<file path="src/rtl/qpsk_symbol_mapper.sv">
// rtl/qpsk_symbol_mapper.sv - serial bits to Gray/DQPSK I/Q levels, each symbol held for SPS clocks
module qpsk_symbol_mapper #(
    parameter int DATA_W  = 12,
    parameter int AMP     = 1024,
    parameter int SPS     = 4,
    parameter int DIFF_EN = 0
) (
    input  logic              clk_40M,
    input  logic              rst,
    input  logic              enable,
    input  logic              in_bit,
    input  logic              in_bit_valid,
    output logic              in_bit_ready,
    output logic [DATA_W-1:0] out_da_data0,
    output logic [DATA_W-1:0] out_da_data1,
    output logic              sym_strobe,
    output logic              underflow
);

    localparam int CNT_W = $clog2(SPS);
    localparam logic [CNT_W-1:0]  LAST_CNT = CNT_W'(SPS - 1);
    localparam logic [DATA_W-1:0] POS_LVL  = DATA_W'(AMP);
    localparam logic [DATA_W-1:0] NEG_LVL  = DATA_W'(-AMP);

    logic [CNT_W-1:0]  sym_cnt_q, sym_cnt_d;
    logic [1:0]        bit_cnt_q, bit_cnt_d;
    logic              b0_q, b0_d;
    logic              b1_q, b1_d;
    logic [1:0]        quad_q, quad_d;
    logic [DATA_W-1:0] i_q, i_d;
    logic [DATA_W-1:0] q_q, q_d;
    logic              strobe_q, strobe_d;
    logic              uflow_q, uflow_d;

    logic       take;
    logic       boundary;
    logic [1:0] quad_next;

    assign in_bit_ready = (bit_cnt_q < 2'd2) && !rst;

    always_comb begin
        take      = in_bit_valid && in_bit_ready;
        boundary  = enable && (sym_cnt_q == LAST_CNT);
        // {b0, b0^b1} turns the Gray dibit 00/01/11/10 into increment 0/1/2/3
        quad_next = quad_q + {b0_q, b0_q ^ b1_q};

        sym_cnt_d = sym_cnt_q;
        bit_cnt_d = bit_cnt_q;
        b0_d      = b0_q;
        b1_d      = b1_q;
        quad_d    = quad_q;
        i_d       = i_q;
        q_d       = q_q;
        strobe_d  = 1'b0;
        uflow_d   = 1'b0;

        if (take) begin
            if (bit_cnt_q == 2'd0) begin
                b0_d = in_bit;
            end else begin
                b1_d = in_bit;
            end
            bit_cnt_d = bit_cnt_q + 2'd1;
        end

        if (!enable) begin
            sym_cnt_d = '0;
            i_d       = '0;
            q_d       = '0;
        end else begin
            sym_cnt_d = boundary ? '0 : sym_cnt_q + CNT_W'(1);
            if (boundary) begin
                strobe_d = 1'b1;
                // a full dibit blocks ready, so take and this reload never coincide
                if (bit_cnt_q == 2'd2) begin
                    bit_cnt_d = 2'd0;
                    if (DIFF_EN != 0) begin
                        quad_d = quad_next;
                        i_d    = (quad_next[0] ^ quad_next[1]) ? NEG_LVL : POS_LVL;
                        q_d    = quad_next[1] ? NEG_LVL : POS_LVL;
                    end else begin
                        i_d = b0_q ? NEG_LVL : POS_LVL;
                        q_d = b1_q ? NEG_LVL : POS_LVL;
                    end
                end else begin
                    i_d     = '0;
                    q_d     = '0;
                    uflow_d = 1'b1;
                end
            end
        end
    end

    always_ff @(posedge clk_40M) begin
        if (rst) begin
            sym_cnt_q <= '0;
            bit_cnt_q <= 2'd0;
            b0_q      <= 1'b0;
            b1_q      <= 1'b0;
            quad_q    <= 2'd0;
            i_q       <= '0;
            q_q       <= '0;
            strobe_q  <= 1'b0;
            uflow_q   <= 1'b0;
        end else begin
            sym_cnt_q <= sym_cnt_d;
            bit_cnt_q <= bit_cnt_d;
            b0_q      <= b0_d;
            b1_q      <= b1_d;
            quad_q    <= quad_d;
            i_q       <= i_d;
            q_q       <= q_d;
            strobe_q  <= strobe_d;
            uflow_q   <= uflow_d;
        end
    end

    assign out_da_data0 = i_q;
    assign out_da_data1 = q_q;
    assign sym_strobe   = strobe_q;
    assign underflow    = uflow_q;

endmodule

</file>
<file path="config.mk">
export PLATFORM = sky130hd
export DESIGN_NAME = qpsk_symbol_mapper
export DESIGN_NICKNAME = d
export VERILOG_FILES = /design/src/rtl/qpsk_symbol_mapper.sv
export SDC_FILE = /design/constraint.sdc
export NUM_CORES = 1
export LEC_CHECK = 0
export BUFFER_PORTS_ARGS = -buffer_cell sky130_fd_sc_hd__buf_2
export CORE_MARGIN = 3
export CORE_UTILIZATION = 38
export CTS_CLUSTER_DIAMETER = 30
export CTS_CLUSTER_SIZE = 40
export DETAILED_ROUTE_END_ITERATION = 6
export GPL_TIMING_DRIVEN = 0
export PLACE_DENSITY = 0.75
export SETUP_SLACK_MARGIN = 0.5
export SLEW_MARGIN = 20
export SYNTH_ARGS = -nofsm -noshare
export SYNTH_HDL_FRONTEND = slang
export SYNTH_SLANG_ARGS = --single-unit
</file>
<file path="constraint.sdc">
create_clock -name clk_40M -period 1.42 [get_ports clk_40M]
set_clock_uncertainty 0.2 [all_clocks]
set_input_delay 0.071 -clock clk_40M [delete_from_list [all_inputs] [get_ports clk_40M]]
set_output_delay 0.071 -clock clk_40M [all_outputs]
set_load 0.005 [all_outputs]
</file>
==> Word-level counts from Yosys, hierarchy flattened <==
Index checks and enable logic that the tools add are counted.
{ "totals": {"reg_bits": 32, "out_inout_bits": 27, "wordCells": 36} }
{ "op_classes": {"addsub": 2, "magnitude_cmp": 1, "n_eq_ne": 2, "mux": 10, "n_bitwise": 3, "n_reduce_logical": 10} }
{ "ops": {"columns": ["op", "count"], "rows": [
  ["2-to-1 mux 12 bit", 4],
  ["2-to-1 mux 2 bit", 4],
  ["OR reduction 3 bit", 2],
  ["adder 2 x 1 -> 2 bit (second input constant)", 2],
  ["equality test 2 bit (second input constant)", 2],
  ["AND reduction 2 bit", 2],
  ["logical AND 1 bit", 3],
  ["inverter 1 bit", 3],
  ["logical NOT 2 bit", 1],
  ["< comparator 2 bit (second input constant)", 1],
  ["2-to-1 mux 1 bit", 2],
  ["OR reduction 2 bit", 1],
  ["logical NOT 1 bit", 1]
]} }

==> Logic depth before layout (Yosys ltp) <==
Gate-level depths: netlist of run 1.
{ "logic_depth": {"ltp_word": 7, "ltp_mapped": 5} }

==> Least setup slack after synthesis of run 1 <==
Ideal clock, no wire load.
{ "synth_timing": {"kind": "reg-to-reg", "start": "register bit_cnt_q[1]", "end": "register b1_q", "arrival_time_ps": 1044, "slack_ps": 62, "path_stages_with_launch": 6, "n_path_buf": 0, "period_less_slack_ps": 1358, "path_cell_list": "dfxtp_1 inv_1 ha_1 nor3b_2 mux2i_1 nor2_1"} }
{ "synth_via": {"elab_chain_cells": 4, "elab_cells_between_ends": 6, "cone_classes": "order compare (1); bitwise (1); reduce/logical (4)"} }
{ "synth_lines": {"columns": ["item", "line", "source"], "rows": [
  ["from (decl)", "26", "logic [1:0] bit_cnt_q, bit_cnt_d;"],
  ["from (signal assigned)", "107", "bit_cnt_q <= bit_cnt_d;"],
  ["< comparator 2 bit", "39", "assign in_bit_ready = (bit_cnt_q < 2'd2) && !rst;"],
  ["logical AND 1 bit", "39", null],
  ["logical AND 1 bit", "42", "take = in_bit_valid && in_bit_ready;"],
  ["AND reduction 2 bit (no source line) (*)", null, null],
  ["to (signal assigned)", "99", "b1_q <= 1'b0;"],
  ["to (signal assigned)", "109", "b1_q <= b1_d;"],
  ["to (decl)", "28", "logic b1_q, b1_d;"]
]} }
Mark *: on every way between the ends. The rest lies on a longest branch, timed or not.
A chain may end at the register's enable or synchronous reset.

==> Worst setup path in the final report of run 1 <==
Same ends and word-level chain as after synthesis.

==> results.toml, run 1 <==
[route]
wire_per_inst_um = 9.017
drc = 0
ant_nets = 0
firstDrtPassIters = 4
num_vias = 486
avgViaCountPerCell = 4.084
drt_iter0_drc = 5
wl_um = 1073

[clock_network]
htree_levels = 1
worst_skew_pair.late_latency_ns = 0.26
clockBufferDepth = 2
root_buffer = "clkbuf_4"
path_clk_slew_ns = 0.06
cts_sinks = 11
numCtsBuffers = 3
cts_tree = "yes"

[timing]
period_needed_ns = 1.282
setup_ws_ns = 0.1379
finalSetupViolations = 0
fin_crit_sh_pct = 90.29
whs_ns = -0.1669
slew_viol_final = 0
rsz0062_at_grt = "true"
tns_ns = 0
timing.fmax_ghz = 0.7799
hold_viol_final = 11

[power_and_ir_drop]
seq_power_share_pct = 46.1
clkPwrFrac_pct = 27.3
comb_power_share_pct = 26.7
power_switching_uw = 194.9
internal-power_uw = 549.9
leakage_nw = 0.4518
power.density_mw_per_mm2 = 840.7
peakVddDrop_mv = 0.6630
power.total_uw = 744.7
swShare_pct = 26.16

[cells_and_area]
multi_input_area_um2 = 327.8
ff_latch_area_um2 = 231.5
drive_gt1_share_pct = 56.73
fin_nets = 113
fill_cells = 126
syn_to_final_growth_pct = 47.81
n_antenna_cell = 0

[yosys]
ys_seq_area_share_pct = 36.74
ys_seq_elements = 11
synth_area_um2 = 599.3
synth.area.top_cells = "dfxtp_1, buf_4, ha_1, mux2i_1, nor2_1"
synth_area_leader_cell = "dfxtp_1"
syn_inst = 66
synth_top_area_share_pct = 36.74
yosysUniqueCellTypes = 20
ys_warn_count = 0
syn_area_per_cell_um2 = 9.081

[setup_path]
crit_path_end_kind = "flop"
startpoint_type = "flop"
ff2ff_setup_slack_ns = 0.14
arrival_ns = 1.24
required_ns = 1.38
worstPathMaxFanout = 3
worstSetupPathType = "flop to flop"

[floorplanning]
rows = 13
die_w_um = 45.72
die_area_mm2 = 0.002090
start_util_pct = 43.35
core_mm2 = 0.001383
die_h_um = 45.72
ios = 32

[global_route]
grt-ovfl-total = 0
track_usage_pct = 10.73
grt_pass1_wl_um = 1483
antenna_found_initial = 0
grt_start_max_net_pins = 8
grt_pass1_vias = 365

[place]
routabilityCongestion = 0.7483
portBuffers = 11
pre_cts_ws_ns = 0.09174
place.detailed.hpwl_um = 808.7

[job]
maxCapViolCount = 0

[outcome]
violations = "negative hold slack"
outcome = "finished, violations left"

[worst_hold_path]
hp-class = "input pin to flop"
==> repair_timing <==
action,4_1_cts,5_1_grt
buffers inserted,4,0
endpoints found under the setup margin,18,18
pin swaps,3,2
resized for setup,9,3
endpoints found under the hold margin,11,11
==> per-stage QoR <==
step	utilization (%)	area (um2)	hold slack [ns]	cells
5_1_grt	64.07	885.9	-0.1745	119
4_1_cts	63.08	872.1	-0.1832	119
3_5_place_dp	57.47	794.5	0.09863	111
2_1_floorplan	-	720.7	-0.05662	85
3_3_place_gp	57.47	794.5	0.09650	111
6_report	64.07	885.9	-0.1669	119
==> routing by layer <==
metal / vias to the layer above / global-route usage (%) / routed length [um]
met3: 2 / 5.929 / 114
met1: 211 / 10.07 / 371
li1: 248 / - / -
met4: 0 / 6.818 / 10
met5: - / 0 / 0
met2: 25 / 17.83 / 575
==> state kept, by name, summed over array words and instances (netlist names) <==
signal,flops
bit_cnt_q,2
out_da_data0,2
sym_cnt_q,2
b0_q,1
b1_q,1
out_da_data1,1
sym_strobe,1
underflow,1
==> power groups by stage <==
stage	logic [mW]	registers, mW	clock network (mW)
final	0.199	0.343	0.203
after detailed placement	0.159	0.355	0
after global routing	0.218	0.344	0.240
after floorplan	0.135	0.351	0
after CTS	0.185	0.343	0.219
after global placement	0.157	0.354	0
==> kinds of logic (layout without fill, tap and decap cells) <==
group / after synthesis / after routing / share of synthesized area [%]
flip-flops: 11 / 11 / 36.74
AO/OA/AOI/OAI: 4 / 4 / 3.966
other: 1 / 20 / 0.6257
adder cells (fa/ha/maj): 3 / 3 / 6.264
buffers and inverters: 25 / 44 / 29.02
AND/OR/NAND/NOR: 18 / 18 / 16.91
XOR/XNOR: 1 / 1 / 1.462
multiplexers: 3 / 3 / 5.011
==> final timing paths <==
kind                                                    start                       endpoint  depth (start not counted)
worst max-delay path                  bit_cnt_q[1]$_SDFF_PP0_              b1_q$_SDFFE_PP0P_                          5
worst min-delay path                                      rst              b0_q$_SDFFE_PP0P_                          2
worst max register to register        bit_cnt_q[1]$_SDFF_PP0_              b1_q$_SDFFE_PP0P_                          5
worst min register to register  out_da_data0[11]$_SDFFE_PP0P_  out_da_data0[11]$_SDFFE_PP0P_                          2
==> cells in the final DEF (no fill, tap or decap), types with 2 or more instances in the layout <==
| master | instances |
|---|---|
| buf_4 | 23 |
| dfxtp_1 | 4 |
| dfxtp_2 | 6 |
| buf_2 | 10 |
| nor2_2 | 2 |
| nor2_1 | 5 |
| buf_6 | 4 |
| nand3_1 | 2 |
| inv_2 | 2 |
| ha_4 | 2 |
| clkbuf_4 | 3 |
| mux2i_1 | 3 |
| nor3_2 | 2 |
| conb_1 | 20 |
| nand2_1 | 2 |
| a21oi_1 | 3 |
==> Yosys cell counts, drive strengths merged <==
| cell type | instances |
|---|---|
| ha | 3 |
| a31o | 1 |
| nand3 | 2 |
| nor3b | 2 |
| nor3 | 2 |
| a21oi | 3 |
| nand2b | 1 |
| mux2i | 3 |
| nor2b | 1 |
| nand3b | 1 |
| nand2 | 2 |
| xnor2 | 1 |
| dfxtp | 11 |
| conb | 1 |
| nor2 | 7 |
| inv | 3 |
| buf | 22 |
==> layout make-up <==
class / count / area share [%]
tap: 15 / 2.119
multi-input combinational: 49 / 37.01
clock buffer: 4 / 2.966
inverter: 3 / 1.554
timing repair buffer: 15 / 10.73
sequential: 11 / 26.13
buffer: 22 / 19.49
==> critical path, cell delays in order (launching register included) <==
cell and delay, ns:
dfxtp_4 0.36, inv_2 0.04, ha_4 0.16, nor3b_4 0.18
mux2i_1 0.20, nor2_1 0.05
(Power assumes the default switching activity.)
==> run 2: changes to the inputs <==
- CORE_UTILIZATION: 38 -> 45
- PLACE_DENSITY: 0.75 -> 0.83
- clock period: 1.42 -> 1.6 ns (I/O delays scaled with it)
==> run 2 against run 1 <==
  * The run still ends with negative hold slack left
  * Hold slack worse by 0.0075 ns
  * Global-route usage up 3.6 points
  * Sequential cell count unchanged
  * Power down 9.5%
  * Sequential share of layout area down 0.055 points
  * Largest power group unchanged
==> results.toml, run 2 (synthesized netlist as in run 1, its figures left out) <==
[outcome]
outcome = "finished, violations left"
violations = "negative hold slack"

[cells_and_area]
fin_nets = 113
fill_cells = 90
syn_to_final_growth_pct = 45.72
final_util_pct = 74.57
layout_commonest_cell = "buf_4"
finalNonFillerCells = 118
drive_gt1_share_pct = 50.00
n_antenna_cell = 0
layout_common_cells = "buf_4, conb_1, buf_2, nor2_1, dfxtp_1"

[setup_path]
critPathTopFamily = "flip-flops"
worstPathMaxFanout = 3
path_depth = 5
critical_path_buf_inv_count = 1
ff2ff_setup_slack_ns = 0.33
worstSetupPathType = "flop to flop"
required_ns = 1.57
crit_path_end_kind = "flop"
critPathMaxStageDelay_ns = 0.37
crit_chain = "inv_4, ha_4, nor3b_4, mux2i_1, nor2_1"
r2r-end = "b1_q$_SDFFE_PP0P_"
slowest_stage = "dfxtp_4"
ff2ff_path_depth = 5
reg2reg_from = "bit_cnt_q[1]$_SDFF_PP0_"
arrival_ns = 1.24
startpoint_type = "flop"
crit_start = "bit_cnt_q[1]$_SDFF_PP0_"
setup.worst_path.end = "b1_q$_SDFFE_PP0P_"

[floorplanning]
die_w_um = 42.50
ios = 32
die_h_um = 42.50
start_util_pct = 51.18
core_mm2 = 0.001171
rows = 12
die_area_mm2 = 0.001806

[global_route]
track_usage_pct = 14.36
grt_pass1_vias = 444
antenna_found_initial = 0
grt-ovfl-total = 0
grt_pass1_wl_um = 1849
grt_start_max_net_pins = 8

[place]
place.detailed.hpwl_um = 807.4
routabilityCongestion = 0.7408
pre_cts_ws_ns = 0.2836
placed_cells = 110
portBuffers = 11

[timing]
tns_ns = 0
finalSetupViolations = 0
hold_viol_final = 4
rsz0062_at_grt = "true"
timing.fmax_ghz = 0.7905
slew_viol_final = 0
period_needed_ns = 1.265
setup_ws_ns = 0.3350
fin_crit_sh_pct = 79.06
whs_ns = -0.1743

[clock_network]
numCtsBuffers = 3
root_buffer = "clkbuf_4"
worst_skew_pair.late_latency_ns = 0.27
cts_tree = "yes"
clockBufferDepth = 2
path_clk_slew_ns = 0.08
cts_sinks = 11
htree_levels = 1
ctsHoldBuffers = 2

[route]
firstDrtPassIters = 3
ant_nets = 0
wire_per_inst_um = 9.814
drt_iter0_drc = 4
avgViaCountPerCell = 4.102
num_vias = 484
wl_um = 1158
drc = 0

[power_and_ir_drop]
power.density_mw_per_mm2 = 772.1
power.total_uw = 674.3
leakage_nw = 0.4476
peakVddDrop_mv = 0.5519

[worst_hold_path]
hp-class = "input pin to flop"
min_path_cells = 2

[job]
maxCapViolCount = 0
-- run 2: final cells by class --
type | instances | area (um2) | area share [%]
tap | 14 | 17.52 | 2.006
multi-input combinational | 49 | 319.1 | 36.53
buffer | 22 | 172.7 | 19.77
clock buffer | 4 | 26.28 | 3.009
sequential | 11 | 227.7 | 26.07
timing repair buffer | 15 | 96.34 | 11.03
inverter | 3 | 13.76 | 1.576
-- run 2: how the worst min path moves through the flow --
| stage | from | to | slack (ns) |
|---|---|---|---|
| after global placement | rst | b0_q$_SDFFE_PP0P_ | 0.11 |
| after detailed placement | rst | b1_q$_SDFFE_PP0P_ | 0.12 |
| after CTS | rst | b1_q$_SDFFE_PP0P_ | -0.17 |
| after floorplan | rst | b0_q$_SDFFE_PP0P_ | -0.05 |
| after global routing | rst | b0_q$_SDFFE_PP0P_ | -0.17 |
| final | rst | b0_q$_SDFFE_PP0P_ | -0.17 |
-- run 2: what timing repair did --
action,in CTS,in global routing
resized for setup,5,5
pin swaps,1,3
endpoints found under the setup margin,10,12
buffers inserted,2,0
hold endpoints to repair,11,4
-- run 2: metal layers --
layer / GRT usage [%] / up-vias / share of wire (%)
met5: 0 / - / 0
met4: 13.04 / 0 / 4.0
met3: 5.150 / 4 / 9.0
met2: 22.80 / 23 / 50
met1: 14.40 / 209 / 37
li1: - / 248 / -
-- run 2: report_power, final --
part / switching [mW] / total [mW] / internal, mW
Combinational: 0.0773 / 0.178 / 0.101
Clock: 0.0946 / 0.191 / 0.0965
Sequential: 0.0127 / 0.305 / 0.292
Total: 0.185 / 0.674 / 0.490
-- run 2: metrics by stage --
step | area (um2) | hold slack, ns
after global placement | 770.7 | 0.1098
after detailed placement | 770.7 | 0.1182
after global routing | 873.3 | -0.1734
after floorplan | 698.2 | -0.04762
final | 873.3 | -0.1743
after CTS | 848.3 | -0.1721
-- run 2: worst register-to-register path: stages (launching register included) --
cell	delay [ns]
dfxtp_4	0.37
inv_4	0.04
ha_4	0.15
nor3b_4	0.17
mux2i_1	0.19
nor2_1	0.05
==> run 3: changes to the inputs <==
- CORE_UTILIZATION: 45 -> 42
- PLACE_DENSITY: 0.83 -> 0.79
- clock period: 1.6 -> 1.3 ns (I/O delays scaled with it)
==> run 3 against run 2 <==
  * The flow still finishes with violations (negative hold slack)
  * Setup slack worse by 0.31 ns
  * Final area up 0.43%
  * Critical endpoint unchanged
  * Global-route usage down 1.5 points
==> results.toml, run 3 (synthesized netlist as in run 1, its figures left out) <==
[route]
wire_per_inst_um = 9.385
drc = 0
routed-wl-met2_um = 584
firstDrtPassIters = 4
ant_nets = 0
num_vias = 457
drt_iter0_drc = 8
dr_wl_met3_um = 113
avgViaCountPerCell = 3.906
wl_um = 1098
met1Wirelength_um = 391
top_layer_used = "met4"

[setup_path]
startpoint_type = "flop"
ff2ff_path_depth = 5
critical_path_buf_inv_count = 1
ff2ff_setup_slack_ns = 0.02
arrival_ns = 1.24
required_ns = 1.27
worstPathMaxFanout = 4
crit_path_end_kind = "flop"
r2r-end = "b1_q$_SDFFE_PP0P_"
slowest_stage = "dfxtp_4"
critPathMaxStageDelay_ns = 0.36
crit_chain = "inv_2, ha_4, nor3b_4, mux2i_1, nor2_1"
reg2reg_from = "bit_cnt_q[1]$_SDFF_PP0_"
critPathTopFamily = "flip-flops"
worstSetupPathType = "flop to flop"

[timing]
timing.fmax_ghz = 0.7837
period_needed_ns = 1.276
fin_crit_sh_pct = 98.16
slew_viol_final = 0
tns_ns = 0
finalSetupViolations = 0
setup_ws_ns = 0.02393
hold_viol_final = 11
whs_ns = -0.1745
rsz0062_at_grt = "true"

[cells_and_area]
layout_commonest_cell = "buf_4"
multi_input_area_um2 = 329.1
fill_cells = 94
finalNonFillerCells = 117
n_antenna_cell = 0
syn_to_final_growth_pct = 46.35
fin_nets = 112
final_util_pct = 72.12
ff_latch_area_um2 = 230.2
drive_gt1_share_pct = 53.40
layout_common_cells = "buf_4, conb_1, buf_2, nor2_1"
design_area_um2 = 877.1

[place]
portBuffers = 11
placed_area_um2 = 793.3
routabilityCongestion = 0.6990
pre_cts_ws_ns = -0.003947
placed_cells = 110

[clock_network]
htree_levels = 1
worst_skew_pair.late_latency_ns = 0.27
root_buffer = "clkbuf_4"
numCtsBuffers = 3
clockBufferDepth = 2
cts_sinks = 11
path_clk_slew_ns = 0.07
cts_tree = "yes"

[job]
maxCapViolCount = 0

[global_route]
antenna_found_initial = 0
grt-ovfl-total = 0
grt_pass1_vias = 443
track_usage_pct = 12.90
grt_pass1_wl_um = 1773
grt_start_max_net_pins = 8

[power_and_ir_drop]
leakage_nw = 0.4480
power.density_mw_per_mm2 = 932.0
peakVddDrop_mv = 0.6127

[floorplanning]
die_area_mm2 = 0.001916
ios = 32
rows = 12
die_h_um = 43.78
die_w_um = 43.78
start_util_pct = 49.28
core_mm2 = 0.001216

[outcome]
outcome = "finished, violations left"
violations = "negative hold slack"

[worst_hold_path]
hp-start = "rst"
hp-class = "input pin to flop"
min_path_cells = 2
holdPathEnd = "b1_q$_SDFFE_PP0P_"
==> run 3: changes by cell type in the layout (fill, tap and decap cells not counted), sizes merged <==
cell / delta
dlygate4sd3: -2
buf: +1
==> run 3: per-stage QoR <==
stage / hold slack (ns) / power, mW
final: -0.1745 / 0.8175
after global routing: -0.1900 / 0.8774
after floorplan: -0.06262 / 0.5301
after global placement: 0.1006 / 0.5553
after detailed placement: 0.1016 / 0.5660
after CTS: -0.1893 / 0.8095
==> run 3: worst max-delay path by stage <==
stage                                  from  slack (ns)                 to  depth (start not counted)
finish              bit_cnt_q[1]$_SDFF_PP0_        0.02  b1_q$_SDFFE_PP0P_                          5
global route        bit_cnt_q[0]$_SDFF_PP0_       -0.08  b1_q$_SDFFE_PP0P_                          5
CTS                 bit_cnt_q[1]$_SDFF_PP0_        0.03  b1_q$_SDFFE_PP0P_                          5
detailed placement  bit_cnt_q[1]$_SDFF_PP0_      -0.004  b1_q$_SDFFE_PP0P_                          5
global placement    bit_cnt_q[1]$_SDFF_PP0_      -0.004  b1_q$_SDFFE_PP0P_                          5
floorplan           bit_cnt_q[1]$_SDFF_PP0_        0.03  b1_q$_SDFFE_PP0P_                          5
==> run 3: per-layer routing <==
layer | track usage (%) | vias to the layer above
met2 | 22.67 | 23
met4 | 5.422 | 0
met3 | 6.224 | 2
met5 | 0 | -
li1 | - | 244
met1 | 12.75 | 188
==> run 3: repair_timing <==
item | in CTS | in global routing
setup endpoints to repair | 18 | 18
resized for setup | 7 | 3
buffers inserted | 3 | 0
pin swaps | 2 | 0
endpoints found under the hold margin | 11 | 11
==> run 3: power breakdown <==
part | switching [mW] | total (mW) | internal, mW
clock network | 0.111 | 0.230 | 0.119
logic | 0.0932 | 0.211 | 0.118
registers | 0.0166 | 0.376 | 0.360
==> run 3: final cells by class <==
class                   instances  area share [%]
clock buffers                   4           2.996
multi-input cells              49           37.52
flip-flops and latches         11           26.25
inverters                       3           1.569
well taps                      14           1.997
repair buffers                 14           9.986
plain buffers                  22           19.69
